$ cat src/rtl/ex_pipe.sv
// Execute stage: add/sub/compare, logic ops, iterative shifter, flag register and
// branch resolution behind a valid/stall handshake, with one output register.
module ex_pipe #(
  parameter int unsigned WIDTH      = 32,
  parameter int unsigned PC_WIDTH   = 16,
  parameter int unsigned RA_WIDTH   = 4,
  parameter int unsigned SHIFT_STEP = 4
) (
  input  logic                clk,
  input  logic                rst,
  input  logic                v_i,
  input  logic                stall_i,
  output logic                stall_o,
  input  logic [3:0]          op_i,
  input  logic                immf_i,
  input  logic [WIDTH-1:0]    rd_value_i,
  input  logic [WIDTH-1:0]    rs_value_i,
  input  logic [WIDTH-1:0]    imm_value_i,
  input  logic [RA_WIDTH-1:0] rd_addr_i,
  input  logic [2:0]          cc_i,
  input  logic [PC_WIDTH-1:0] pc_value_i,
  output logic                v_o,
  output logic [WIDTH-1:0]    result_o,
  output logic [RA_WIDTH-1:0] rd_addr_o,
  output logic                wb_en_o,
  output logic                branch_en_o,
  output logic [PC_WIDTH-1:0] branch_addr_o,
  output logic [5:0]          flags_o
);

  localparam int unsigned SA_W  = $clog2(WIDTH);
  localparam int unsigned K_W   = SA_W + 1;
  localparam int unsigned SUM_W = WIDTH + 1;

  localparam logic [0:0] S_IDLE  = 1'b0;
  localparam logic [0:0] S_SHIFT = 1'b1;

  localparam logic [3:0] OP_SUB = 4'd1;
  localparam logic [3:0] OP_AND = 4'd2;
  localparam logic [3:0] OP_OR  = 4'd3;
  localparam logic [3:0] OP_XOR = 4'd4;
  localparam logic [3:0] OP_SLL = 4'd5;
  localparam logic [3:0] OP_SRL = 4'd6;
  localparam logic [3:0] OP_SRA = 4'd7;
  localparam logic [3:0] OP_BRR = 4'd8;
  localparam logic [3:0] OP_BRA = 4'd9;
  localparam logic [3:0] OP_CMP = 4'd10;

  localparam logic [1:0] SH_SLL = 2'b01;
  localparam logic [1:0] SH_SRA = 2'b11;

  localparam int unsigned F_Z = 5;
  localparam int unsigned F_P = 4;
  localparam int unsigned F_N = 3;
  localparam int unsigned F_C = 2;
  localparam int unsigned F_V = 1;

  logic [0:0]          state_q, state_d;
  logic [WIDTH-1:0]    sh_q, sh_d;
  logic [SA_W-1:0]     rem_q, rem_d;
  logic [1:0]          shop_q, shop_d;
  logic                shc_q, shc_d;
  logic [RA_WIDTH-1:0] shrd_q, shrd_d;
  logic                v_q, v_d;
  logic [WIDTH-1:0]    result_q, result_d;
  logic [RA_WIDTH-1:0] rd_addr_q, rd_addr_d;
  logic                wb_en_q, wb_en_d;
  logic                br_en_q, br_en_d;
  logic [PC_WIDTH-1:0] br_addr_q, br_addr_d;
  logic [5:0]          flags_q, flags_d;

  function automatic logic [5:0] mk_flags(input logic [WIDTH-1:0] r, input logic c,
                                          input logic v);
    logic z;
    z = (r == '0);
    return {z, ~z & ~r[WIDTH-1], r[WIDTH-1], c, v, 1'b0};
  endfunction

  // Single-cycle datapath: adder, logic ops, branch condition and target.
  logic [WIDTH-1:0]    opr1, addend, alu_res;
  logic [SUM_W-1:0]    sum;
  logic                is_sub, alu_c, alu_v, taken;
  logic [PC_WIDTH-1:0] br_target;

  always_comb begin
    opr1    = immf_i ? imm_value_i : rs_value_i;
    is_sub  = (op_i == OP_SUB) || (op_i == OP_CMP);
    addend  = is_sub ? ~opr1 : opr1;
    sum     = {1'b0, rd_value_i} + {1'b0, addend} + SUM_W'(is_sub);
    alu_res = sum[WIDTH-1:0];
    alu_c   = sum[WIDTH];
    alu_v   = (rd_value_i[WIDTH-1] == addend[WIDTH-1]) &&
              (sum[WIDTH-1] != rd_value_i[WIDTH-1]);
    case (op_i)
      OP_AND: begin alu_res = rd_value_i & opr1; alu_c = 1'b0; alu_v = 1'b0; end
      OP_OR:  begin alu_res = rd_value_i | opr1; alu_c = 1'b0; alu_v = 1'b0; end
      OP_XOR: begin alu_res = rd_value_i ^ opr1; alu_c = 1'b0; alu_v = 1'b0; end
      default: ;
    endcase
    case (cc_i)
      3'd0:    taken = 1'b1;
      3'd1:    taken = flags_q[F_Z];
      3'd2:    taken = ~flags_q[F_Z];
      3'd3:    taken = flags_q[F_P];
      3'd4:    taken = flags_q[F_N];
      3'd5:    taken = flags_q[F_C];
      3'd6:    taken = flags_q[F_V];
      default: taken = 1'b0;
    endcase
    br_target = (op_i == OP_BRA) ? opr1[PC_WIDTH-1:0] : pc_value_i + opr1[PC_WIDTH-1:0];
  end

  // One shifter iteration; carry tracks the last bit pushed out.
  logic [K_W-1:0]   step_k;
  logic [WIDTH-1:0] step_res, l_out, r_out;
  logic             step_c;

  always_comb begin
    step_k = (K_W'(rem_q) > K_W'(SHIFT_STEP)) ? K_W'(SHIFT_STEP) : K_W'(rem_q);
    l_out  = sh_q >> (K_W'(WIDTH) - step_k);
    r_out  = sh_q >> (step_k - K_W'(1));
    case (shop_q)
      SH_SLL:  begin step_res = sh_q << step_k;            step_c = l_out[0]; end
      SH_SRA:  begin step_res = $signed(sh_q) >>> step_k;  step_c = r_out[0]; end
      default: begin step_res = sh_q >> step_k;            step_c = r_out[0]; end
    endcase
  end

  logic accept, out_free, is_shift;

  assign stall_o  = (state_q != S_IDLE) | (v_q & stall_i);
  assign accept   = v_i & ~stall_o;
  assign out_free = ~(v_q & stall_i);
  assign is_shift = (op_i == OP_SLL) || (op_i == OP_SRL) || (op_i == OP_SRA);

  always_comb begin
    state_d   = state_q;
    sh_d      = sh_q;
    rem_d     = rem_q;
    shop_d    = shop_q;
    shc_d     = shc_q;
    shrd_d    = shrd_q;
    v_d       = v_q;
    result_d  = result_q;
    rd_addr_d = rd_addr_q;
    wb_en_d   = wb_en_q;
    br_en_d   = br_en_q;
    br_addr_d = br_addr_q;
    flags_d   = flags_q;
    if (out_free) v_d = 1'b0;
    case (state_q)
      S_IDLE: begin
        if (accept && is_shift) begin
          state_d = S_SHIFT;
          sh_d    = rd_value_i;
          rem_d   = opr1[SA_W-1:0];
          shop_d  = op_i[1:0];
          shc_d   = 1'b0;
          shrd_d  = rd_addr_i;
        end else if (accept) begin
          v_d       = 1'b1;
          rd_addr_d = rd_addr_i;
          wb_en_d   = (op_i <= OP_XOR);
          br_en_d   = 1'b0;
          if ((op_i == OP_BRR) || (op_i == OP_BRA)) begin
            result_d  = WIDTH'(br_target);
            br_en_d   = taken;
            br_addr_d = br_target;
          end else if (op_i > OP_CMP) begin
            result_d = '0;
          end else begin
            result_d = alu_res;
            flags_d  = mk_flags(alu_res, alu_c, alu_v);
          end
        end
      end
      default: begin
        if (rem_q != '0) begin
          sh_d  = step_res;
          rem_d = rem_q - SA_W'(step_k);
          shc_d = step_c;
        end else if (out_free) begin
          v_d       = 1'b1;
          result_d  = sh_q;
          rd_addr_d = shrd_q;
          wb_en_d   = 1'b1;
          br_en_d   = 1'b0;
          flags_d   = mk_flags(sh_q, shc_q, 1'b0);
          state_d   = S_IDLE;
        end
      end
    endcase
  end

  always_ff @(posedge clk) begin
    if (!rst) begin
      state_q   <= S_IDLE;
      sh_q      <= '0;
      rem_q     <= '0;
      shop_q    <= '0;
      shc_q     <= 1'b0;
      shrd_q    <= '0;
      v_q       <= 1'b0;
      result_q  <= '0;
      rd_addr_q <= '0;
      wb_en_q   <= 1'b0;
      br_en_q   <= 1'b0;
      br_addr_q <= '0;
      flags_q   <= '0;
    end else begin
      state_q   <= state_d;
      sh_q      <= sh_d;
      rem_q     <= rem_d;
      shop_q    <= shop_d;
      shc_q     <= shc_d;
      shrd_q    <= shrd_d;
      v_q       <= v_d;
      result_q  <= result_d;
      rd_addr_q <= rd_addr_d;
      wb_en_q   <= wb_en_d;
      br_en_q   <= br_en_d;
      br_addr_q <= br_addr_d;
      flags_q   <= flags_d;
    end
  end

  assign v_o           = v_q;
  assign result_o      = result_q;
  assign rd_addr_o     = rd_addr_q;
  assign wb_en_o       = wb_en_q;
  assign branch_en_o   = br_en_q;
  assign branch_addr_o = br_addr_q;
  assign flags_o       = flags_q;

endmodule
$ cat config.mk
export PLATFORM = sky130hd
export DESIGN_NAME = ex_pipe
export DESIGN_NICKNAME = d
export VERILOG_FILES = /design/src/rtl/ex_pipe.sv
export SDC_FILE = /design/constraint.sdc
export NUM_CORES = 1
export LEC_CHECK = 0
export CAP_MARGIN = 30
export CORE_MARGIN = 3
export CORE_UTILIZATION = 43
export CTS_CLUSTER_DIAMETER = 80
export DETAILED_ROUTE_END_ITERATION = 8
export PLACE_DENSITY = 0.76
export SETUP_SLACK_MARGIN = 0.02
export SLEW_MARGIN = 20
export SYNTH_ARGS = -nofsm -noshare
export SYNTH_HDL_FRONTEND = slang
export SYNTH_SLANG_ARGS = --single-unit
$ cat constraint.sdc
create_clock -name clk -period 7.2 [get_ports clk]
set_input_delay 2.16 -clock clk [delete_from_list [all_inputs] [get_ports clk]]
set_output_delay 2.16 -clock clk [all_outputs]
set_load 0.02 [all_outputs]
After elaboration in Yosys (flattened, before gate mapping). Index checks and enable logic that the tools add are counted.

Input port bits: 128. Register bits after elaboration: 106. Word-level logic and storage cells: 147. Output and inout bits: 62.

Shifts and indexed selects: 5. Reduce and logical (&&, ||, !) cells: 18. $add $sub $neg: 6. Equal/unequal tests: 26. Bitwise logic cells: 17. Muxes and demuxes: 59. $lt $le $gt $ge: 3.

Operators by type and width (number): 32-bit 2-to-1 mux (12); 32-bit one-hot mux with 3 select lines (1); 32-bit logical NOT (2); 32-bit one-hot mux with 2 select lines (1); 32-bit by 6-bit >> shifter with 1-bit output (2); 6-bit 2-to-1 mux (7); 32-bit by 32-bit adder with 33-bit output (1); 33-bit by 1-bit adder with 33-bit output (1); 32-bit bitwise AND (1); 32-bit NOT (1); 32-bit OR (1); 32-bit by 5-bit << shifter with 32-bit output (1); 32-bit by 5-bit >> shifter with 32-bit output (1); 32-bit by 5-bit >>> shifter with 32-bit output (1); 32-bit bitwise XOR (1); 1-bit 2-to-1 mux (27); 4-bit 2-to-1 mux (5); 5-bit 2-to-1 mux (4); 16-bit adder (1); 4-bit by 3-bit == test with 1-bit output, second input constant (4); 16-bit 2-to-1 mux (1); 4-bit == test, second input constant (3); 2-bit != test, second input constant (5); 3-bit == test, second input constant (3); 28 further kinds (47).

Logic depth before layout (Yosys ltp).
Word-level depth: 14. Gate-level depth with buffers: 20. Depth with buffers taken out: 16.

Least setup slack after synthesis. Ideal clock, no wire load.

Path type: input port to flip-flop. Start point: input port immf_i. End point: register flags_q[4] (netlist: flags_o[4]). Cell stages on the path: 19. Required time: 7.084 ns. Arrival time: 6.589 ns. Buffers on the path: 4. Path slack: 0.496 ns. Cells stage by stage: buf_6 clkbuf_1 clkbuf_1 buf_1 mux2i_1 inv_1 xnor2_1 ha_1 a2111oi_0 o211ai_1 a221o_1 a22o_1 a21oi_1 xnor2_1 a21oi_1 o211ai_1 nor4b_2 nand4_1 a31o_1.

Cells in the longest elaborated chain, start to end: 14. Elaborated cells between the ends (all ways): 18. Classes of those cells: add/sub (2); mux (8); bitwise (7); reduce/logical (1).

RTL lines: start: declaration (line 15) `input logic immf_i,`; 32-bit 2-to-1 mux * (line 86) `opr1 = immf_i ? imm_value_i : rs_value_i;`; 32-bit NOT (line 88) `addend = is_sub ? ~opr1 : opr1;`; 32-bit 2-to-1 mux (line 88); 32-bit by 32-bit adder with 33-bit output (line 89) `sum = {1'b0, rd_value_i} + {1'b0, addend} + SUM_W'(is_sub);`; 33-bit by 1-bit adder with 33-bit output (line 89); 32-bit one-hot mux with 3 select lines * (line 94) `case (op_i)`; 32-bit logical NOT (line 75) `z = (r == '0);`; 1-bit NOT (line 76) `return {z, ~z & ~r[WIDTH-1], r[WIDTH-1], c, v, 1'b0};`; 1-bit bitwise AND * (line 76); 6-bit 2-to-1 mux * (line 169) `end else if (op_i > OP_CMP) begin`; 6-bit 2-to-1 mux * (line 165) `if ((op_i == OP_BRR) || (op_i == OP_BRA)) begin`; 6-bit 2-to-1 mux * (line 160) `end else if (accept) begin`; 6-bit 2-to-1 mux * (line 153) `if (accept && is_shift) begin`; 6-bit 2-to-1 mux * (line 151) `case (state_q)`; end signal: assignment (line 223) `flags_q <= flags_d;`; end: declaration (line 70) `logic [5:0] flags_q, flags_d;`.

Every way passes the cells marked *; elsewhere a longest branch is shown, timed or not. The select of a mux whose other input is x is not followed. A chain may end at the register's enable or synchronous reset.

Worst setup path after layout.
Start point: input port op_i[3]. End point: register flags_q[4] (netlist: flags_o[4]).

Cells in the longest elaborated chain, start to end: 14. Elaborated cells between the ends (all ways): 33. Classes of those cells: add/sub (2); order compare (1); eq/ne (13); mux (7); bitwise (3); reduce/logical (7).

RTL lines: start: declaration (line 14) `input logic [3:0] op_i,`; 4-bit by 1-bit == test with 1-bit output / 4-bit == test (equally long branches) (line 87) `is_sub = (op_i == OP_SUB) || (op_i == OP_CMP);`; 1-bit logical OR (line 87); 32-bit 2-to-1 mux (line 88); 32-bit by 32-bit adder with 33-bit output (line 89); 33-bit by 1-bit adder with 33-bit output (line 89); 32-bit one-hot mux with 3 select lines (line 94); 32-bit logical NOT (line 75); 1-bit NOT (line 76); 1-bit bitwise AND (line 76); 6-bit 2-to-1 mux (line 169); 6-bit 2-to-1 mux (line 165); 6-bit 2-to-1 mux (line 160); 6-bit 2-to-1 mux (line 153); 6-bit 2-to-1 mux (line 151).

Several ways; a longest one is shown, not always the timed one. The select of a mux whose other input is x is not followed.

==> results.json <==
{
  "critPathMaxFanout": 26,
  "synth-main-ff-cell": "dfxtp_1",
  "share_comb_of_total_power_pct": 49.6,
  "synthDominantCellAreaShare_pct": 16.7,
  "clock_latency_ns": 0.36,
  "drt-wirelength-per-cell_um": 22.2,
  "drt_first_iter_violations": 1573,
  "dr_wl_met2_um": 22000,
  "die_x_um": 177,
  "start_util_pct": 44.4,
  "grt_pass1_vias": 13100,
  "postSynthRegisterBits": 105,
  "final_min_period_over_clock_period_pct": 90.6,
  "area_growth_pct": 20.5,
  "syn_avg_cell_area_um2": 7.34,
  "detailed_route_wl_um": 48900,
  "drc": 0,
  "wirelength_met1_um": 21100,
  "p_sw_share_pct": 42.3,
  "crit_path_max_incr_delay_ns": 0.56,
  "worst_hold_path_type": "flip-flop to flip-flop",
  "dr_wl_met3_um": 4300,
  "synthDistinctLibCells": 89,
  "chipHeight_um": 177,
  "floorplan.rows": 61,
  "grt_start_max_net_pins": 110,
  "post_cts.resized_instances": 0,
  "mappedNetlistArea_mm2": 0.0126,
  "ys.warnings.count": 0,
  "fill_cells": 2694,
  "sequential_cell_area_mm2": 0.00211,
  "total_global_routing_overflow": 0,
  "postCtsHoldBufs": 0,
  "antenna_found_initial": 0,
  "dp_cell_count": 2182,
  "clock_buffer_depth": 2,
  "global_route.usage.total_pct": 30.3,
  "status": "completed",
  "final_net_count": 2061,
  "grt_pass1_wl_um": 75500,
  "n_antenna_cell": 0,
  "die_area_mm2": 0.0313,
  "floorplan.core_area_mm2": 0.0283,
  "post-route-min-period_ns": 6.52,
  "cts_num_sinks": 105,
  "cell_pwr_density_mw_per_mm2": 159,
  "timing.critical_path.cells": "clkdlybuf4s50_1, nor4bb_1, buf_4, nor2_4, buf_4, xnor2_1, ha_1, and4_1, a2bb2oi_1, nand2_1, o21ai_0, a21oi_1, xor2_1, a21oi_1, nand4b_1, nor4b_2, nand4_1, a31o_1",
  "irDropWorstVdd_v": 0.000133,
  "seqPwrFrac_pct": 28.0,
  "fmax_mhz": 153,
  "via_count": 14000,
  "cp_slowest_cell": "clkdlybuf4s50_1",
  "arrival_ns": 6.77,
  "synth_most_common_cell": "nand2_1",
  "finalMaxSlewViolations": 0,
  "max_slew.worst_pin.slew_ns": 1.02,
  "num_io_pins": 190,
  "route.detailed.vias_per_inst": 6.36,
  "cp-start-kind": "input pin",
  "numCtsBuffers": 9,
  "numPortBuffers": 188,
  "synth_enable_flop_cells": 0,
  "cp_top_family": "simple AND/OR/NAND/NOR gates",
  "critPathCaptureType": "flip-flop",
  "crit_buf_inv": 3,
  "drive_gt1_share_pct": 6.04,
  "synth_top_area_cell": "dfxtp_1",
  "synthesis.nets": 1955,
  "finalHoldViolCount": 0,
  "crit_type": "input pin to flip-flop",
  "first_pass_iters": 8,
  "rsz_0062_raised_after_global_routing": "no",
  "cp.required_ns": 7.45,
  "max_cap_violations": 0,
  "place.gp.congestion": 0.977,
  "number_of_cells_produced_by_synthesis": 1711,
  "leakage_nw": 6.19,
  "postCtsSetupBuffers": 0,
  "hpwlAfterDp_um": 37200,
  "synth.area.top_cells": "dfxtp_1, ha_1, mux2i_1",
  "netlist_top_cells_count": "nand2_1, nor2_1, a21oi_1, o21ai_0, ha_1",
  "multi_input_comb_area_mm2": 0.00963,
  "cts.htree.levels": 3,
  "synthArstFlopShare_pct": 0,
  "highest_layer": "met4",
  "instances_no_fill": 2200,
  "ant_nets": 0,
  "synth_sequential_area_ratio_pct": 16.7,
  "total_switching_power_mw": 1.02,
  "root_buffer": "clkbuf_16",
  "setup_violations": 0,
  "final.setup_skew_ns": 0.0123,
  "worst_setup_hold_path_clk_slew_ns": 0.08,
  "cell_internal_pwr_mw": 1.39,
  "pwr-share-clk_pct": 22.4,
  "max_slew_margin_pct": 31.9,
  "setup_total_negative_slack_ns": 0,
  "tritoncts": "built"
}
-- worst paths after layout --
kind	startpoint	end	slack, ns	cells past startpoint
max	op_i[3]	flags_o[4]$_SDFFE_PN0P_	0.68	18
min	branch_en_o$_SDFFE_PN0P_	branch_en_o$_SDFFE_PN0P_	0.49	2
max reg2reg	rem_q[2]$_SDFFE_PN0P_	flags_o[5]$_SDFFE_PN0P_	3.04	10
min reg2reg	branch_en_o$_SDFFE_PN0P_	branch_en_o$_SDFFE_PN0P_	0.49	2
-- per-stage QoR --
step                      power, mW  setup WS [ns]  hold WS [ns]  utilization [%]  cell area, um2
final                          2.41          0.679         0.488             53.4           15100
after global placement         1.84          0.417         0.457             52.0           14700
after CTS                      2.38          0.739         0.494             53.3           15100
after global routing           2.54          0.256         0.518             53.4           15100
after floorplan                1.42          0.496         0.482                -           12600
after detailed placement       1.85          0.371         0.484             52.2           14800
-- layer usage --
layer,up-vias,track usage (%)
met1,6695,42.7
li1,6476,-
met2,708,48.1
met3,104,4.48
met4,0,8.74
met5,-,0
-- state kept, by name, summed over array words and instances (netlist names), named ones only --
signal         count
branch_addr_o     16
branch_en_o        1
flags_o            5
rd_addr_o          4
rem_q              5
result_o          32
sh_q              32
shc_q              1
shop_q             2
shrd_q             4
state_q            1
wb_en_o            1
-- logic make-up after synthesis --
group,Yosys count,synth area share [%]
AOI/OAI and AO/OA,570,30.6
other,2,0.0598
muxes,89,8.43
and+or+nand+nor,531,20.5
buffers and inverters,227,7.02
DFF,105,16.7
xor gates and xnor gates,71,4.95
adders and majority gates,116,11.7
-- power by group through the flow --
stage | logic, mW | registers (mW) | clock network, mW
floorplan | 0.729 | 0.693 | 0
global placement | 1.15 | 0.685 | 0
detailed placement | 1.16 | 0.686 | 0
CTS | 1.17 | 0.673 | 0.539
global route | 1.30 | 0.678 | 0.562
finish | 1.20 | 0.676 | 0.540
-- cell usage in the layout, fill, tap and decap left out, types with 14 or more instances in the layout --
cell type        synthesis  final
clkdlybuf4s50_1          0    186
nand2_1                159    159
nor2_1                 145    142
a21oi_1                130    129
o21ai_0                126    126
ha_1                   114    114
dfxtp_1                105    104
inv_1                   82     82
mux2i_1                 72     72
xnor2_1                 62     62
o211ai_1                58     58
buf_4                    1     46
nor2b_1                 38     37
nor3_1                  37     36
nand3_1                 35     35
o211a_1                 29     29
a22oi_1                 28     28
a211oi_1                27     27
a21boi_0                24     24
a221oi_1                21     21
or3_1                   19     19
a31oi_1                 16     16
and2_1                  14     14
nor4_1                  14     14
-- worst min-delay path, cell delays in order (launching register included) --
cell and delay [ns]:
dfxtp_1 0.32, nand2_1 0.05, a21boi_0 0.07
-- layout make-up --
cell class / count / area share [%]
multi-input cells: 1379 / 63.6
repair buffers: 238 / 15.2
flip-flops and latches: 105 / 13.9
well taps: 378 / 3.13
inverters: 84 / 2.10
clock buffers: 9 / 1.49
clock inverters: 7 / 0.579
(Power assumes the default switching activity.)
==> RTL change 1: new RTL, same flow settings <==
Put one more register stage on the output `flags_o`. The value now appears one clock later. The other outputs are not delayed to match.
--- a/src/rtl/ex_pipe.sv
+++ b/src/rtl/ex_pipe.sv
@@ -230,6 +230,8 @@
   assign wb_en_o       = wb_en_q;
   assign branch_en_o   = br_en_q;
   assign branch_addr_o = br_addr_q;
-  assign flags_o       = flags_q;
+  always_ff @(posedge clk) begin
+    flags_o <= flags_q;
+  end
 
 endmodule
Formal check against the unedited RTL: not equivalent (a bounded check fails within 4 cycles, from zero or initial values and one cycle with rst low).
==> RTL change 1 against the unedited design <==
Critical path depth did not move. Clock skew down 0.0023 ns. Worst setup slack lost 0.13 ns. First-iteration DRC count grew 7.8%. Die area is 3.7% lower. Clock power shrank 4%. Final cell count is 2.5% lower. Sequential cell count rose by 5. Design area fell by 3.2%. Power down 2.3%. Synthesized area fell by 3.9%. Utilization rose by 0.29 points. Wire length is 1.1% lower. Largest power group unchanged.
==> RTL change 1: results (changes against the unedited design) <==
run status -> complete, no violations
crit path DAT -> 6.95 ns (+0.18 ns)
Comb pwr share -> 0.477 (-0.019)
Synth Area in Compound Gates -> 0.291 (-0.0148)
sequential fraction of the synthesis area -> 0.182 (+0.0150)
Worst Path Max Fanout -> 12 (-54%)
vias -> 13700 (-2.4%)
number of DRC markers in iteration 0 -> 1696 (+7.8%)
GRT Total Usage -> 0.309 (+0.00569)
comb pwr -> 1120 uW (-7%)
slowest CP cell -> clkdlybuf4s50_1
Net Count, Synth -> 1895 (-3.1%)
Internal -> 1360 uW (-2.0%)
Num CTS Buffers -> 9 (unchanged)
Leakage -> 0.00592 uW (-4.4%)
Final Skew -> 0.0100 ns (-0.00232 ns)
length of the first detailed-routing pass in iterations -> 6 (-2)
number of port buffers -> 188 (unchanged)
proportion of layout cells with a drive suffix above 1 -> 0.0649 (+0.00453)
Cell variety after synth -> 80 (-10%)
Root Buffer -> clkbuf_16
top cells by area, synth -> dfxtp_1 18%, ha_1 12%, mux2i_1 5.7%
M1 WL -> 19300 um (-8.7%)
Setup violations, final -> 0 (unchanged)
Clk pwr share -> 0.221 (-0.003)
Total Routed Length -> 48400 um (-1.1%)
vias in the first global route -> 12900 (-1.4%)
H-tree depth -> 3 (unchanged)
mean area per synthesized cell -> 7.31 um^2 (-0.37%)
# Post-CTS Setup Buffers -> 0 (unchanged)
met1 Track Usage GR -> 0.401 (-0.0266)
VDD IR-drop max -> 108 uV (-19%)
Synth Area in XOR/XNOR -> 0.0536 (+0.00406)
synth cell count leaders -> 177 x nor2_1, 164 x nand2_1, 130 x a21oi_1, 116 x o21ai_0, 114 x ha_1
Worst-Skew Late Latency -> 0.37 ns
mux contribution to synthesized area -> 0.0900 (+0.00577)
GR Util met3 -> 0.0626 (+0.0178)
GR Layer Usage met2 -> 0.495 (+0.0137)
placed inst area -> 14300 um^2 (-3.0%)
first-pass GRT wire length -> 74500 um (-1.3%)
Final nets -> 2012 (-2.4%)
met2 routed WL -> 21800 um (-1.0%)
post-synthesis adder-cell area fraction -> 0.121 (+0.00469)
max incr delay on CP -> 0.64 ns (+0.08 ns)
largest net degree at the start of global routing -> 62 (-44%)
GPL Wtd Cong -> 1.02 (+4.3%)
met3 WL post-DR -> 4850 um (+13%)
Finished Layout Cells -> 2145 (-2.5%)
setup slack at placement -> 0.0210 ns (-0.349 ns)
hold crit path type -> reg -> reg
DP HPWL -> 36900 um (-0.84%)
worst-margin pin slew -> 0.972 ns (-0.0481 ns)
RTL change 1: cell types whose count changed after synthesis, moves of 10 or more:
cell | before | now
a21boi_0 | 24 | 10
a221oi_1 | 21 | 31
a22oi_1 | 28 | 18
nand3_1 | 35 | 21
nor2_1 | 145 | 177
nor2b_1 | 38 | 17
nor3_1 | 37 | 26
o211a_1 | 29 | 16
o21ai_0 | 126 | 116
RTL change 1: final timing paths:
kind	endpoint	startpoint	slack [ns]	cells past startpoint
min	flags_o[2]	flags_q[2]	0.41	0
max	flags_q[5]	op_i[2]	0.55	18
min reg2reg	flags_o[2]	flags_q[2]	0.41	0
max reg2reg	shc_q	rem_q[2]	2.33	15
RTL change 1: final cells by class:
class                           instances  area, um^2
Fill cell                            2580       12600
Multi-Input combinational cell       1320        9060
Timing Repair Buffer                  241        2300
Sequential cell                       110        2210
Tap cell                              372         465
Inverter                               86         323
Clock buffer                            9         225
Clock inverter                          6        52.6
Antenna cell                            1        2.50
==> RTL change 2: new RTL, same settings <==
Made on the original files. `PC_WIDTH`: 16 -> 24.
--- a/src/rtl/ex_pipe.sv
+++ b/src/rtl/ex_pipe.sv
@@ -2,7 +2,7 @@
 // branch resolution behind a valid/stall handshake, with one output register.
 module ex_pipe #(
   parameter int unsigned WIDTH      = 32,
-  parameter int unsigned PC_WIDTH   = 16,
+  parameter int unsigned PC_WIDTH   = 24,
   parameter int unsigned RA_WIDTH   = 4,
   parameter int unsigned SHIFT_STEP = 4
 ) (
Ports: changed (resized branch_addr_o and pc_value_i); port bits go from 190 to 206. The function was not compared with the original's and may differ.
==> RTL change 2 against the unedited design <==
Synthesized area increased by 8.9%. Power increased by 21%. Synthesized cell count increased by 8.6%. Critical path type unchanged. Worst setup slack got worse by 0.28 ns. Largest power group unchanged. Design area increased by 10%. Die area increased by 8.6%. Via count increased by 12%. Count of clock-buffer cells in the layout increased by 8. Critical path depth unchanged. Sequential share of layout area decreased by 0.35 points. Wire length increased by 16%. Clock skew decreased by 0.0029 ns. Sequential cell count increased by 8. Worst hold slack got worse by 0.021 ns.
==> RTL change 2: results (changes against the unedited design) <==
first-pass GRT wire length -> 84500 um (+12%)
crit path DAT -> 7.08 ns (+0.31 ns)
largest net degree at the start of global routing -> 116 (+5.5%)
top cells by area, synth -> dfxtp_1 17%, ha_1 11%, mux2i_1 6.1%
routed len/inst -> 23.6 um (+6.1%)
Worst-Skew Late Latency -> 0.42 ns (+0.06 ns)
Leakage -> 0.00687 uW (+11%)
family with the most delay on the worst path -> compound AO/OA/AOI/OAI gates
setup slack at placement -> 0.161 ns (-0.209 ns)
run status -> complete, no violations
vias in the first global route -> 14400 (+9.4%)
max incr delay on CP -> 0.63 ns (+0.07 ns)
length of the first detailed-routing pass in iterations -> 6 (-2)
Reg area -> 2270 um^2 (+7.6%)
fill count -> 2869 (+6.5%)
mean area per synthesized cell -> 7.36 um^2 (+0.25%)
initial antenna violation count -> 1 (+1)
Worst Path Max Fanout -> 10 (-62%)
GPL Wtd Cong -> 1.00 (+2.4%)
clock-pin transition on the worst setup and hold timing paths -> 0.06 ns (-0.02 ns)
number of port buffers -> 204 (+8.5%)
VDD IR-drop max -> 154 uV (+16%)
slowest CP cell -> o21ai_0
sequential fraction of the synthesis area -> 0.165 (-0.00201)
proportion of layout cells with a drive suffix above 1 -> 0.0793 (+0.0190)
Worst Reg-to-Reg Cells -> 14 (+4)
DP HPWL -> 43800 um (+18%)
H-tree depth -> 4 (+1)
Total Routed Length -> 56700 um (+16%)
Final nets -> 2251 (+9.2%)
GRT Total Usage -> 0.320 (+0.0168)
Net Count, Synth -> 2119 (+8.4%)
synth cell count leaders -> 170 x nand2_1, 160 x nor2_1, 144 x a21oi_1, 144 x o21ai_0, 122 x ha_1
via/cell ratio -> 6.51 (+2.4%)
Num CTS Buffers -> 17 (+8)
placed inst area -> 16100 um^2 (+8.8%)
Final Skew -> 0.00948 ns (-0.00285 ns)
Cell variety after synth -> 97 (+9.0%)
-- RTL change 2: cell types whose count changed in the layout (fill, tap and decap cells not counted), moves of 13 or more --
cell | before | now
a22oi_1 | 28 | 12
buf_4 | 46 | 61
clkdlybuf4s50_1 | 186 | 201
o21ai_0 | 126 | 144
nor2_1 | 142 | 158
inv_1 | 82 | 95
a21oi_1 | 129 | 144
-- RTL change 2: layer usage --
| metal | vias up | GRT usage | wire length, um | part of all wire |
|---|---|---|---|---|
| met4 | 2 | 0.161 | 3310 | 0.058 |
| li1 | 7089 | - | - | - |
| met5 | - | 0 | 11 | 0.00019 |
| met3 | 177 | 0.0517 | 5460 | 0.096 |
| met1 | 7376 | 0.412 | 21900 | 0.39 |
| met2 | 990 | 0.518 | 25900 | 0.46 |
-- RTL change 2: report_power, final --
group | internal (uW) | switching (uW) | leakage, uW
Combinational | 538 | 797 | 0.00566
Clock | 492 | 360 | 0.000287
Sequential | 668 | 60.6 | 0.000924
-- RTL change 2: layout make-up --
type | instances | share of cell area
diodes | 1 | 0.000150
clock buffers | 17 | 0.0255
clock inverters | 15 | 0.00981
inverters | 97 | 0.0218
multi-input cells | 1493 | 0.623
flip-flops and latches | 113 | 0.136
well taps | 396 | 0.0297
repair buffers | 269 | 0.154
-- RTL change 2: path summary, 6_finish.rpt --
| kind | startpoint | to | slack (ns) |
|---|---|---|---|
| setup / recovery | op_i[1] | flags_o[4] | 0.40 |
| hold / removal | branch_en_o | branch_en_o | 0.47 |
| setup reg to reg | rem_q[2] | shc_q | 2.43 |
| hold reg to reg | branch_en_o | branch_en_o | 0.47 |
-- RTL change 2: cells by family after synthesis --
group | share of synthesized area
compound gates | 0.308
xor+xnor | 0.0422
fa+ha+maj | 0.114
buf+inv | 0.0754
flops | 0.165
mux | 0.0879
other cells | 0.000549
simple gates | 0.206
